[config.mk]
export PLATFORM = sky130hd
export DESIGN_NAME = stopwatch_lap_control
export DESIGN_NICKNAME = d
export VERILOG_FILES = /design/src/rtl/stopwatch_lap_control.sv
export SDC_FILE = /design/constraint.sdc
export NUM_CORES = 1
export LEC_CHECK = 0
export CORE_UTILIZATION = 48
export CTS_CLUSTER_SIZE = 12
export DETAILED_ROUTE_END_ITERATION = 6
export PLACE_DENSITY_LB_ADDON = 0.2
export SETUP_SLACK_MARGIN = 0.4
export SYNTH_ARGS = -nofsm -noshare
export SYNTH_HDL_FRONTEND = slang
export SYNTH_SLANG_ARGS = --single-unit
[constraint.sdc]
create_clock -name i_clk -period 5.1 [get_ports i_clk]
set_input_delay 1.53 -clock i_clk [delete_from_list [all_inputs] [get_ports i_clk]]
set_output_delay 1.53 -clock i_clk [all_outputs]
set_load 0.03 [all_outputs]
[src/rtl/stopwatch_lap_control.sv]
// Run/pause/lap/set controller for a cascade of N_UNITS digit counters.
// Detects button edges, prescales the base tick and drives the per-unit
// up/down strobes. In SET mode it drives the strobe of the unit under the cursor.
// Ports:
//   i_clk, i_rst          clock, asynchronous active-high reset
//   i_startstop..i_right  debounced level buttons (edge-detected internally)
//   i_carry[N_UNITS]      per-unit terminal-value flags from the counters
//   o_up/o_down[N_UNITS]  combinational per-unit increment/decrement strobes
//   o_clear               registered one-cycle clear, first IDLE cycle
//   o_hold/o_run/o_setmode  registered state decodes (LAP / RUN|LAP / SET)
//   o_cursor[CW]          unit selected in SET
//   o_overflow            combinational pulse on full-cascade wrap
module stopwatch_lap_control #(
    parameter int unsigned N_UNITS     = 4,
    parameter int unsigned TICK_DIV    = 1,
    parameter int unsigned STOP_ON_OVF = 0,
    localparam int unsigned CW         = $clog2(N_UNITS)
) (
    input  logic               i_clk,
    input  logic               i_rst,
    input  logic               i_startstop,
    input  logic               i_lap,
    input  logic               i_clear,
    input  logic               i_set,
    input  logic               i_up,
    input  logic               i_down,
    input  logic               i_left,
    input  logic               i_right,
    input  logic [N_UNITS-1:0] i_carry,
    output logic [N_UNITS-1:0] o_up,
    output logic [N_UNITS-1:0] o_down,
    output logic               o_clear,
    output logic               o_hold,
    output logic               o_run,
    output logic               o_setmode,
    output logic [CW-1:0]      o_cursor,
    output logic               o_overflow
);

    localparam int unsigned PCW     = (TICK_DIV > 1) ? $clog2(TICK_DIV) : 1;
    localparam int unsigned NB      = 8;
    localparam bit          STOP_EN = (STOP_ON_OVF != 0);

    typedef enum logic [2:0] {
        S_IDLE  = 3'd0,
        S_RUN   = 3'd1,
        S_LAP   = 3'd2,
        S_PAUSE = 3'd3,
        S_SET   = 3'd4
    } state_t;

    state_t             state_q, state_d;
    logic [PCW-1:0]     pc_q, pc_d;
    logic [CW-1:0]      cursor_q, cursor_d;
    logic [NB-1:0]      btn_q;
    logic [NB-1:0]      btn_w;
    logic [NB-1:0]      ev;
    logic               clear_q, clear_d;
    logic               hold_q, run_q, setmode_q;
    logic               running, tick;
    logic [N_UNITS-1:0] carry_pref;

    // Event = button high while its previous sample was low
    assign btn_w = {i_right, i_left, i_down, i_up, i_set, i_clear, i_lap, i_startstop};
    assign ev    = btn_w & ~btn_q;

    assign running    = (state_q == S_RUN) || (state_q == S_LAP);
    assign tick       = running && (pc_q == PCW'(TICK_DIV - 1));
    assign o_overflow = tick && (&i_carry);

    // carry_pref[k] = AND of all lower carries (unit 0 always enabled)
    always_comb begin
        logic acc;
        acc = 1'b1;
        for (int k = 0; k < int'(N_UNITS); k++) begin
            carry_pref[k] = acc;
            acc           = acc & i_carry[k];
        end
    end

    // Strobes: cascade on tick while running, single cursor pulse in SET
    always_comb begin
        o_up   = '0;
        o_down = '0;
        if (tick) begin
            o_up = carry_pref;
        end else if (state_q == S_SET) begin
            if (ev[4] && !ev[5]) o_up   = N_UNITS'(1) << cursor_q;
            if (ev[5] && !ev[4]) o_down = N_UNITS'(1) << cursor_q;
        end
    end

    // Next state, prescaler and cursor
    always_comb begin
        state_d  = state_q;
        pc_d     = pc_q;
        cursor_d = cursor_q;
        clear_d  = 1'b0;

        if (running) begin
            pc_d = tick ? '0 : pc_q + PCW'(1);
        end

        case (state_q)
            S_IDLE: begin
                pc_d = '0;
                if (ev[0])      state_d = S_RUN;
                else if (ev[3]) state_d = S_SET;
                else if (ev[2]) clear_d = 1'b1;
            end
            S_RUN: begin
                if (ev[0])      state_d = S_PAUSE;
                else if (ev[1]) state_d = S_LAP;
            end
            S_LAP: begin
                if (ev[0])      state_d = S_PAUSE;
                else if (ev[1]) state_d = S_RUN;
            end
            S_PAUSE: begin
                if (ev[2]) begin
                    state_d = S_IDLE;
                    clear_d = 1'b1;
                    pc_d    = '0;
                end else if (ev[0]) begin
                    state_d = S_RUN;
                end else if (ev[3]) begin
                    state_d = S_SET;
                end
            end
            S_SET: begin
                if (ev[3]) state_d = S_PAUSE;
                if (ev[6] && !ev[7]) begin
                    cursor_d = (cursor_q == CW'(N_UNITS - 1)) ? '0 : cursor_q + CW'(1);
                end else if (ev[7] && !ev[6]) begin
                    cursor_d = (cursor_q == '0) ? CW'(N_UNITS - 1) : cursor_q - CW'(1);
                end
            end
            default: state_d = S_IDLE;
        endcase

        // Full-cascade wrap may stop the watch, overriding other events
        if (STOP_EN && o_overflow) state_d = S_PAUSE;
    end

    // State, prescaler, cursor, button history and registered outputs
    always_ff @(posedge i_clk or posedge i_rst) begin
        if (i_rst) begin
            state_q   <= S_IDLE;
            pc_q      <= '0;
            cursor_q  <= '0;
            btn_q     <= '0;
            clear_q   <= 1'b0;
            hold_q    <= 1'b0;
            run_q     <= 1'b0;
            setmode_q <= 1'b0;
        end else begin
            state_q   <= state_d;
            pc_q      <= pc_d;
            cursor_q  <= cursor_d;
            btn_q     <= btn_w;
            clear_q   <= clear_d;
            hold_q    <= (state_d == S_LAP);
            run_q     <= (state_d == S_RUN) || (state_d == S_LAP);
            setmode_q <= (state_d == S_SET);
        end
    end

    assign o_clear   = clear_q;
    assign o_hold    = hold_q;
    assign o_run     = run_q;
    assign o_setmode = setmode_q;
    assign o_cursor  = cursor_q;

endmodule

**After elaboration in Yosys (flattened, before gate mapping)**

Cells that the tools add are included.

- Memories kept: 0
- Input bits: 14
- Register bits: 18
- Bits in latches: 0
- RAM bits: 0
- Bits in read-only memories: 0

- Shifts and indexed selects: 1
- $mul: 0
- Mux-type cells: 27
- Order comparisons: 0
- Bitwise gates (word level): 5
- Equal/unequal tests: 8
- $add $sub $neg: 3
- Reduce and logical (&&, ||, !) cells: 17
- Divide/modulo/power cells: 0

Operators with widths:

| kind | count |
|---|---|
| 3-bit two-way mux | 8 |
| 4-bit two-way mux | 6 |
| 3-bit case mux with 5 select lines | 1 |
| 3-bit by 2-bit == test with 1-bit output (second input constant) | 3 |
| 8-bit bitwise AND | 1 |
| 2-bit two-way mux | 4 |
| 8-bit NOT | 1 |
| 3-bit by 1-bit == test with 1-bit output (second input constant) | 2 |
| 3-bit == test (second input constant) | 2 |
| 1-bit logical AND | 6 |
| 1-bit two-way mux | 6 |
| 1-bit zero test | 4 |
| 1-bit case mux with 2 select lines | 2 |
| 4-bit AND reduction | 1 |
| 1-bit by 2-bit << shifter with 4-bit output (first input constant) | 1 |
| 3-bit zero test | 1 |
| 2-bit by 1-bit adder with 2-bit output (second input constant) | 1 |
| 1-bit bitwise AND | 2 |
| 2-bit == test (second input constant) | 1 |
| 2-bit zero test | 1 |
| 1-bit logical OR | 2 |
| 2-bit AND reduction | 1 |
| 2-bit nonzero test | 1 |
| 2-bit by 1-bit subtractor with 2-bit output (second input constant) | 1 |
| other kinds (2) | 2 |

**Longest topological paths before layout**

Gate-level depths: netlist of run 1.

- Depth after elaboration: 8
- Mapped depth: 6

**Least setup slack after synthesis of run 1**

OpenSTA, ideal clock, no wires.

- Path type: input to output
- From: input i_up
- To: output o_up[0]
- Data arrival time: 2696 ps
- Stages on the path: 3
- Path buffers: 0
- Required time: 3570 ps
- Setup slack: 874 ps
- Cell sequence: nor2b_1 nand2_1 o32ai_1

- Cells in the longest elaborated chain, start to end: 5

RTL lines:

| what | line | text |
|---|---|---|
| from (decl) | 25 | `input logic i_up,` |
| 8-bit bitwise AND | 65 | `assign ev = btn_w & ~btn_q;` |
| 1-bit logical AND | 88 | `if (ev[4] && !ev[5]) o_up = N_UNITS'(1) << cursor_q;` |
| 4-bit two-way mux | 88 |  |
| 4-bit two-way mux | 87 | `end else if (state_q == S_SET) begin` |
| 4-bit two-way mux | 85 | `if (tick) begin` |
| to (decl) | 30 | `output logic [N_UNITS-1:0] o_up,` |

Every way passes these cells.

**Final worst setup path of run 1**

- From: input i_carry[0]
- To: output o_overflow

- Cells in the longest elaborated chain, start to end: 2

RTL lines:

| what | line | text |
|---|---|---|
| from (decl) | 29 | `input logic [N_UNITS-1:0] i_carry,` |
| 4-bit AND reduction | 69 | `assign o_overflow = tick && (&i_carry);` |
| 1-bit logical AND | 69 |  |
| to (decl) | 37 | `output logic o_overflow` |

Every way passes these cells.

==> results of run 1 <==
==> routing by layer <==
layer | vias to the layer above | routed length, um | GRT usage
li1 | 398 | - | -
met3 | 5 | 128 | 0.0431
met1 | 356 | 768 | 0.236
met4 | 0 | 30 | 0.0706
met5 | - | 0 | 0
met2 | 31 | 930 | 0.369
==> area by class of cell <==
type | instances | area, sq um
flip-flops and latches | 18 | 450
fillers | 148 | 485
inverters | 9 | 33.8
clock buffers | 4 | 36.3
well taps | 25 | 31.3
multi-input cells | 68 | 445
repair buffers | 28 | 282
==> sequential cells by signal, summed over array words and instances (netlist names) <==
register,cells
pc_q,1
o_run,1
btn_q,8
o_clear,1
o_setmode,1
state_q,3
o_cursor,2
o_hold,1
==> timing repair <==
action | CTS | global route
endpoints found under the setup margin | 4 | 5
pin swaps | 0 | 0
resized for setup | 4 | 8
buffers inserted | 0 | 0
==> kinds of logic after synthesis <==
| kind of cell | count (synthesis) | synth area share |
|---|---|---|
| and+or+nand+nor | 39 | 0.230 |
| AOI/OAI and AO/OA | 21 | 0.150 |
| DFF | 18 | 0.483 |
| buffers and inverters | 10 | 0.0416 |
| adders and majority gates | 5 | 0.0671 |
| xor gates and xnor gates | 3 | 0.0282 |
==> report_power, final <==
| part | total [uW] | leakage (uW) | switching [uW] | internal (uW) |
|---|---|---|---|---|
| Combinational | 315 | 0.000391 | 185 | 130 |
| Sequential | 210 | 0.000222 | 34.5 | 176 |
| Clock | 87.3 | 0.0000210 | 43.8 | 43.5 |
| Total | 612 | 0.000634 | 263 | 349 |
==> worst max-delay path, cell delays in order <==
cell             delay, ns
clkdlybuf4s50_1       0.49
nand4_1               0.12
nor2_1                0.10
clkdlybuf4s50_1       0.67
==> Yosys cell counts, types with 2 or more instances <==
cell type / instances / share of area
dfrtp_1: 18 / 0.48
nand2_1: 12 / 0.048
inv_1: 9 / 0.036
o21ai_0: 7 / 0.038
ha_1: 5 / 0.067
nor2_1: 5 / 0.020
a21oi_1: 4 / 0.021
nand2b_1: 4 / 0.027
nor2b_1: 4 / 0.027
nor4_1: 3 / 0.020
o21a_1: 3 / 0.024
a31oi_1: 2 / 0.013
xnor2_1: 2 / 0.019
==> layout by cell type, fill, tap and decap left out, types with 2 or more instances in the layout <==
cell,count
nor2_1,5
ha_1,5
clkdlybuf4s50_1,20
o21ai_0,7
nor4_1,3
xnor2_1,2
nor2b_1,3
dlygate4sd2_1,3
nand2_1,12
o21a_1,3
inv_1,9
nand2b_1,4
a31oi_1,2
a21oi_1,4
clkbuf_4,3
dlymetal6s2s_1,4
dfrtp_1,18
==> stage by stage <==
step | setup WS [ns] | util
floorplan | 0.874 | -
global placement | 0.214 | 0.702
detailed placement | 0.0713 | 0.702
CTS | 0.377 | 0.720
global route | 0.550 | 0.725
finish | 0.657 | 0.725
==> path summary, 6_finish.rpt <==
path / from / end / slack [ns] / cells past startpoint
worst max-delay path: i_carry[0] / o_overflow / 0.66 / 4
worst min-delay path: btn_q[2] / o_clear / 0.51 / 2
worst max register to register: state_q[2] / o_cursor[0] / 3.51 / 5
worst min register to register: btn_q[2] / o_clear / 0.51 / 2
max in group asynchronous: i_rst / pc_q / 3.03 / 2
min in group asynchronous: i_rst / btn_q[2] / 1.63 / 2
==> summary.md, run 1 <==
| Metric | Value |
|---|---|
| Status | `finished clean` |
| Largest net degree at the start of global routing | `19` |
| CTS tree | `done` |
| Tcrit/Tclk final | `0.871` |
| Core area | `around 0.0018 sq mm` |
| Initial antenna violation count | `0` |
| Post-DR wirelength/cell | `approximately 12 um` |
| DR pass1 iterations | `4` |
| Worst VDD drop | `roughly 330 uV` |
| Setup-failing EPs final | `0` |
| Starting DRC count in detailed routing | `11` |
| Placed Cells | `148` |
| Synthesized flop and latch total | `18` |
| Leak | `about 0.00063 uW` |
| Initial Utilization | `0.528` |
| Avg Cell Area, Syn | `approximately 9.7 sq um` |
| Count of buffers from port buffering | `28` |
| Layout net count | `between 100 and 150` |
| Placed cell area | `around 0.0012 sq mm` |
| Vias per cell | `a little over 5` |
| Pins Over Slew Limit | `0` |
| Final TNS setup | `0 ns` |
| Worst-margin pin slew | `0.688 ns` |
| FFs w/ async S/R, synth | `1.00` |
| Prevailing post-synth register cell | `dfrtp_1` |
| Final non-filler cell total | `roughly 150` |
| Hold buffer count at cts | `0` |
| Residual DRC | `0` |
| Layout cells sized above 1 | `0.102` |
| Congestion Overflow GR | `0` |
| Hold slack final | `roughly 0.51 ns` |
| Via count | `790` |
| Number of flops mapped to enable cells by yosys | `0` |
| PwrDens | `~480 mW/mm^2` |
| Worst Setup Path Type | `in -> out` |
| CP Capture Type | `output port` |
| Die width | `46.1 um` |
| Final Skew | `0.0104 ns` |
| Die area | `approximately 0.0021 sq mm` |
| Post-synthesis net count | `between 100 and 150` |
| Maximum root-to-sink buffer count | `2` |
| Final ANT Viol Nets | `0` |
| Critical path arrival | `slightly below 3 ns` |
| Clock net sink count | `18` |
| WL final | `roughly 1900 um` |
| Netlist Area Pre-Place | `a little over 900 sq um` |
| DP HPWL | `1440 um` |
| CTS Root Cell | `clkbuf_4` |
| H-tree depth | `1` |
| First-pass GRT wire length | `approximately 3000 um` |
| Die H | `approximately 46 um` |
| Total Power | `612 uW` |
| IO Count | `29` |
| Type of the most critical hold path | `reg -> reg` |
| Syn Inst Count | `96` |
| Max FO, Critical Path | `3` |
| Sequential area share after synthesis | `0.483` |
| Max_cap viols | `0` |
| Syn-to-layout area delta | `37.2%` |
| RSZ-0062 raised after global routing | `no` |
| CTS clk-pin slew, worst paths | `roughly 0.11 ns` |
| Worst path required time | `approximately 3.6 ns` |
| CTS Buf Count | `3` |
| Vias in the first global route | `713` |
| Startpoint Class | `primary input` |
| Final Wtd Congestion | `roughly 0.8` |
| Post-route cell area | `0.00128 sq mm` |
| Fmax | `0.225 GHz` |
| Count of cell types in the netlist | `31` |
| Synth warnings | `0` |
| Gr usage total | `0.204` |
| Clock latency on the worst-skew pair | `0.30 ns` |
| Ant diodes | `0` |
| Rel. slew slack | `0.541` |
| Fin crit period | `between 4 and 5 ns` |
| FP Rows | `15` |
| Final hold vios | `0` |
(Power assumes the default switching activity.)
==> inputs of run 2 (changes only) <==
Settings changed: CAP_MARGIN set to 10, SLEW_MARGIN set to 20.
==> results of run 2 <==
Same layout as run 1: the final DEF is identical, and so are final timing and power.
==> inputs of run 3 (changes only) <==
Settings changed: GPL_TIMING_DRIVEN set to 0.
==> run 3 against run 2 <==
Effect of this change: hold slack better by 0.011 ns; sequential power down 4%; power down 0.53%; wire length down 2.0%; sequential share of layout area down 0.14 points; clock power down 2%; critical path depth up 1; global-route usage up 0.81 points; register-to-register slack better by 0.06 ns; non-clock buffer count up 1; setup slack worse by 0.12 ns; critical endpoint is now o_up[0]; largest power group unchanged; highest routed layer unchanged.
==> summary.md, run 3 (synthesis results as in run 1) <==
| Metric | Value |
|---|---|
| Post-CTS Setup Bufs | `0 (unchanged)` |
| DP HPWL | `1430 um (-0.52%)` |
| Final TNS setup | `0 ns (unchanged)` |
| CTS tree | `done` |
| Die area | `0.00212 sq mm (unchanged)` |
| Commonest non-fill, non-tap cells in the layout | `20 x clkdlybuf4s50_1, 18 x dfrtp_1, 12 x nand2_1` |
| Critical path's slowest cell | `clkdlybuf4s50_1` |
| Final non-filler cell total | `153 (+0.66%)` |
| Syn-to-layout area delta | `37.7%` |
| Layout cells sized above 1 | `0.102 (-0.000800)` |
| Setup-failing EPs final | `0 (unchanged)` |
| WP buf/inv | `2 (unchanged)` |
| Largest net degree at the start of global routing | `19 (unchanged)` |
| Final hold vios | `0 (unchanged)` |
| Worst VDD drop | `381 uV (+15%)` |
| Max FFs per register | `8 (unchanged)` |
| First-pass GRT wire length | `3030 um (+0.70%)` |
| Hold Path Sink | `o_clear` |
| Tcrit/Tclk final | `0.894 (+0.0232)` |
| Via count | `772 (-2.3%)` |
| Post-DR wirelength/cell | `11.9 um (-2.6%)` |
| Multi-input gate area | `445 sq um (unchanged)` |
| Die width | `46.1 um (unchanged)` |
| Reg-to-reg endpoint | `o_cursor[0]` |
| RSZ-0062 raised after global routing | `no` |
| Clock net sink count | `18 (unchanged)` |
| PwrDens | `474 mW/mm^2 (-0.91%)` |
| Congestion Overflow GR | `0 (unchanged)` |
| Initial Utilization | `0.528 (unchanged)` |
| Worst Reg-to-Reg Cells | `6 (+1)` |
| Vias per cell | `5.05 (-2.9%)` |
| Register area | `450 sq um (unchanged)` |
| Max FO, Critical Path | `5 (+2)` |
| CTS clk-pin slew, worst paths | `0.09 ns (-0.02 ns)` |
| Fmax | `0.219 GHz (-2.6%)` |
| CTS Buf Count | `3 (unchanged)` |
| Worst-margin pin slew | `0.663 ns (-0.0256 ns)` |
| H-tree depth | `1 (unchanged)` |
| Clock latency on the worst-skew pair | `0.30 ns (about the same)` |
| Initial antenna violation count | `0 (unchanged)` |
| Number of fill cells | `163 (+10%)` |
| Critical path arrival | `3.03 ns (+0.12 ns)` |
| Startpoint Class | `primary input` |
| Maximum root-to-sink buffer count | `2 (unchanged)` |
| Placed Cells | `149 (+0.68%)` |
| Fin crit period | `4.56 ns (+0.118 ns)` |
| WL final | `1820 um (-2.0%)` |
| Placed cell area | `0.00124 sq mm (+0.40%)` |
| Max_cap viols | `0 (unchanged)` |
| DR pass1 iterations | `4 (unchanged)` |
| Count of buffers from port buffering | `28 (unchanged)` |
| Final Wtd Congestion | `0.814 (+3.9%)` |
| Final ANT Viol Nets | `0 (unchanged)` |
| Worst Setup Path Type | `in -> out` |
| Final Skew | `0.00316 ns (-0.00725 ns)` |
| Pins Over Slew Limit | `0 (unchanged)` |
| Leak | `0.000627 uW (-1.1%)` |
| Rel. slew slack | `0.558 (+0.0171)` |
| Type of the most critical hold path | `reg -> reg` |
| Total Power | `609 uW (-0.53%)` |
| Gr usage total | `0.212 (+0.00810)` |
| FP Rows | `15 (unchanged)` |
| Worst path required time | `3.57 ns (about the same)` |
| CP Capture Type | `output port` |
| WHS Path Cells | `2 (unchanged)` |
| Starting DRC count in detailed routing | `18 (+7)` |
| CTS Root Cell | `clkbuf_4` |
| Status | `finished clean` |
| Vias in the first global route | `705 (-1.1%)` |
| R2R setup slack | `3.57 ns (+0.06 ns)` |
| Max incr delay on CP | `0.48 ns (-0.19 ns)` |
| IO Count | `29 (unchanged)` |
| Die H | `46.1 um (unchanged)` |
| Worst path cell trace | `clkdlybuf4s50_1 > nor2b_2 > nand2_1 > o32ai_1 > dlygate4sd2_1` |
| Residual DRC | `0 (unchanged)` |
| Hold wc startpoint | `btn_q[2]` |
| Delay-heaviest family, CP | `buffers and inverters` |
| Layout net count | `148 (+0.68%)` |
| Core area | `0.00176 sq mm (unchanged)` |
| Post-route cell area | `0.00128 sq mm (+0.39%)` |
| Crit Reg-Reg Startpoint | `state_q[0]` |
| Commonest non-fill, non-tap cell in the layout | `clkdlybuf4s50_1` |
| Ant diodes | `0 (unchanged)` |
| Largest Register | `btn_q` |
-- run 3: changes by cell type in the layout (fill, tap and decap cells not counted), sizes merged --
cell	previous run	this run
dlymetal6s2s	4	3
clkbuf	5	4
dlygate4sd2	3	5
buf	0	1
-- run 3: area by class of cell --
class	instances	share of cell area
Multi-Input combinational cell	68	0.347
Inverter	9	0.0263
Buffer	1	0.00390
Timing Repair Buffer	28	0.219
Tap cell	25	0.0244
Clock buffer	4	0.0283
Sequential cell	18	0.351
-- run 3: tightest hold or removal path: cells and delay by family (launching register included) --
kind / cells / cell delay (ns)
flip-flops: 1 / 0.32
AND/OR/NAND/NOR: 1 / 0.12
AO/OA/AOI/OAI: 1 / 0.05
-- run 3: worst max-delay path by stage --
stage | from | to | cells after the start
6_report | i_up | o_up[0] | 5
5_1_grt | i_up | o_up[0] | 5
4_1_cts | i_up | o_down[1] | 4
3_5_place_dp | i_up | o_up[0] | 5
3_3_place_gp | i_up | o_up[0] | 5
2_1_floorplan | i_up | o_up[0] | 3
-- run 3: metrics by stage --
| step | hold WS [ns] | util | setup WS [ns] |
|---|---|---|---|
| 6_report | 0.523 | 0.728 | 0.539 |
| 5_1_grt | 0.545 | 0.728 | 0.405 |
| 4_1_cts | 0.521 | 0.723 | 0.402 |
| 3_5_place_dp | 0.508 | 0.705 | 0.147 |
| 3_3_place_gp | 0.497 | 0.705 | 0.171 |
| 2_1_floorplan | 0.474 | - | 0.874 |
-- run 3: metal layers --
metal / up-vias / wire [um] / GRT usage
met4: 0 / 46 / 0.124
li1: 390 / - / -
met3: 5 / 92 / 0.0510
met2: 23 / 899 / 0.358
met1: 354 / 782 / 0.243
met5: - / 0 / 0
-- run 3: report_power, final --
part | switching (uW) | leakage, uW | internal [uW]
logic | 188 | 0.000384 | 133
registers | 26.6 | 0.000222 | 176
clock network | 42.0 | 0.0000210 | 43.6
total | 257 | 0.000627 | 352
-- run 3: timing repair --
action	in CTS	in global routing
endpoints found under the setup margin	7	3
hold buffers	0	0
cloned	0	0
gates resized for setup	6	3
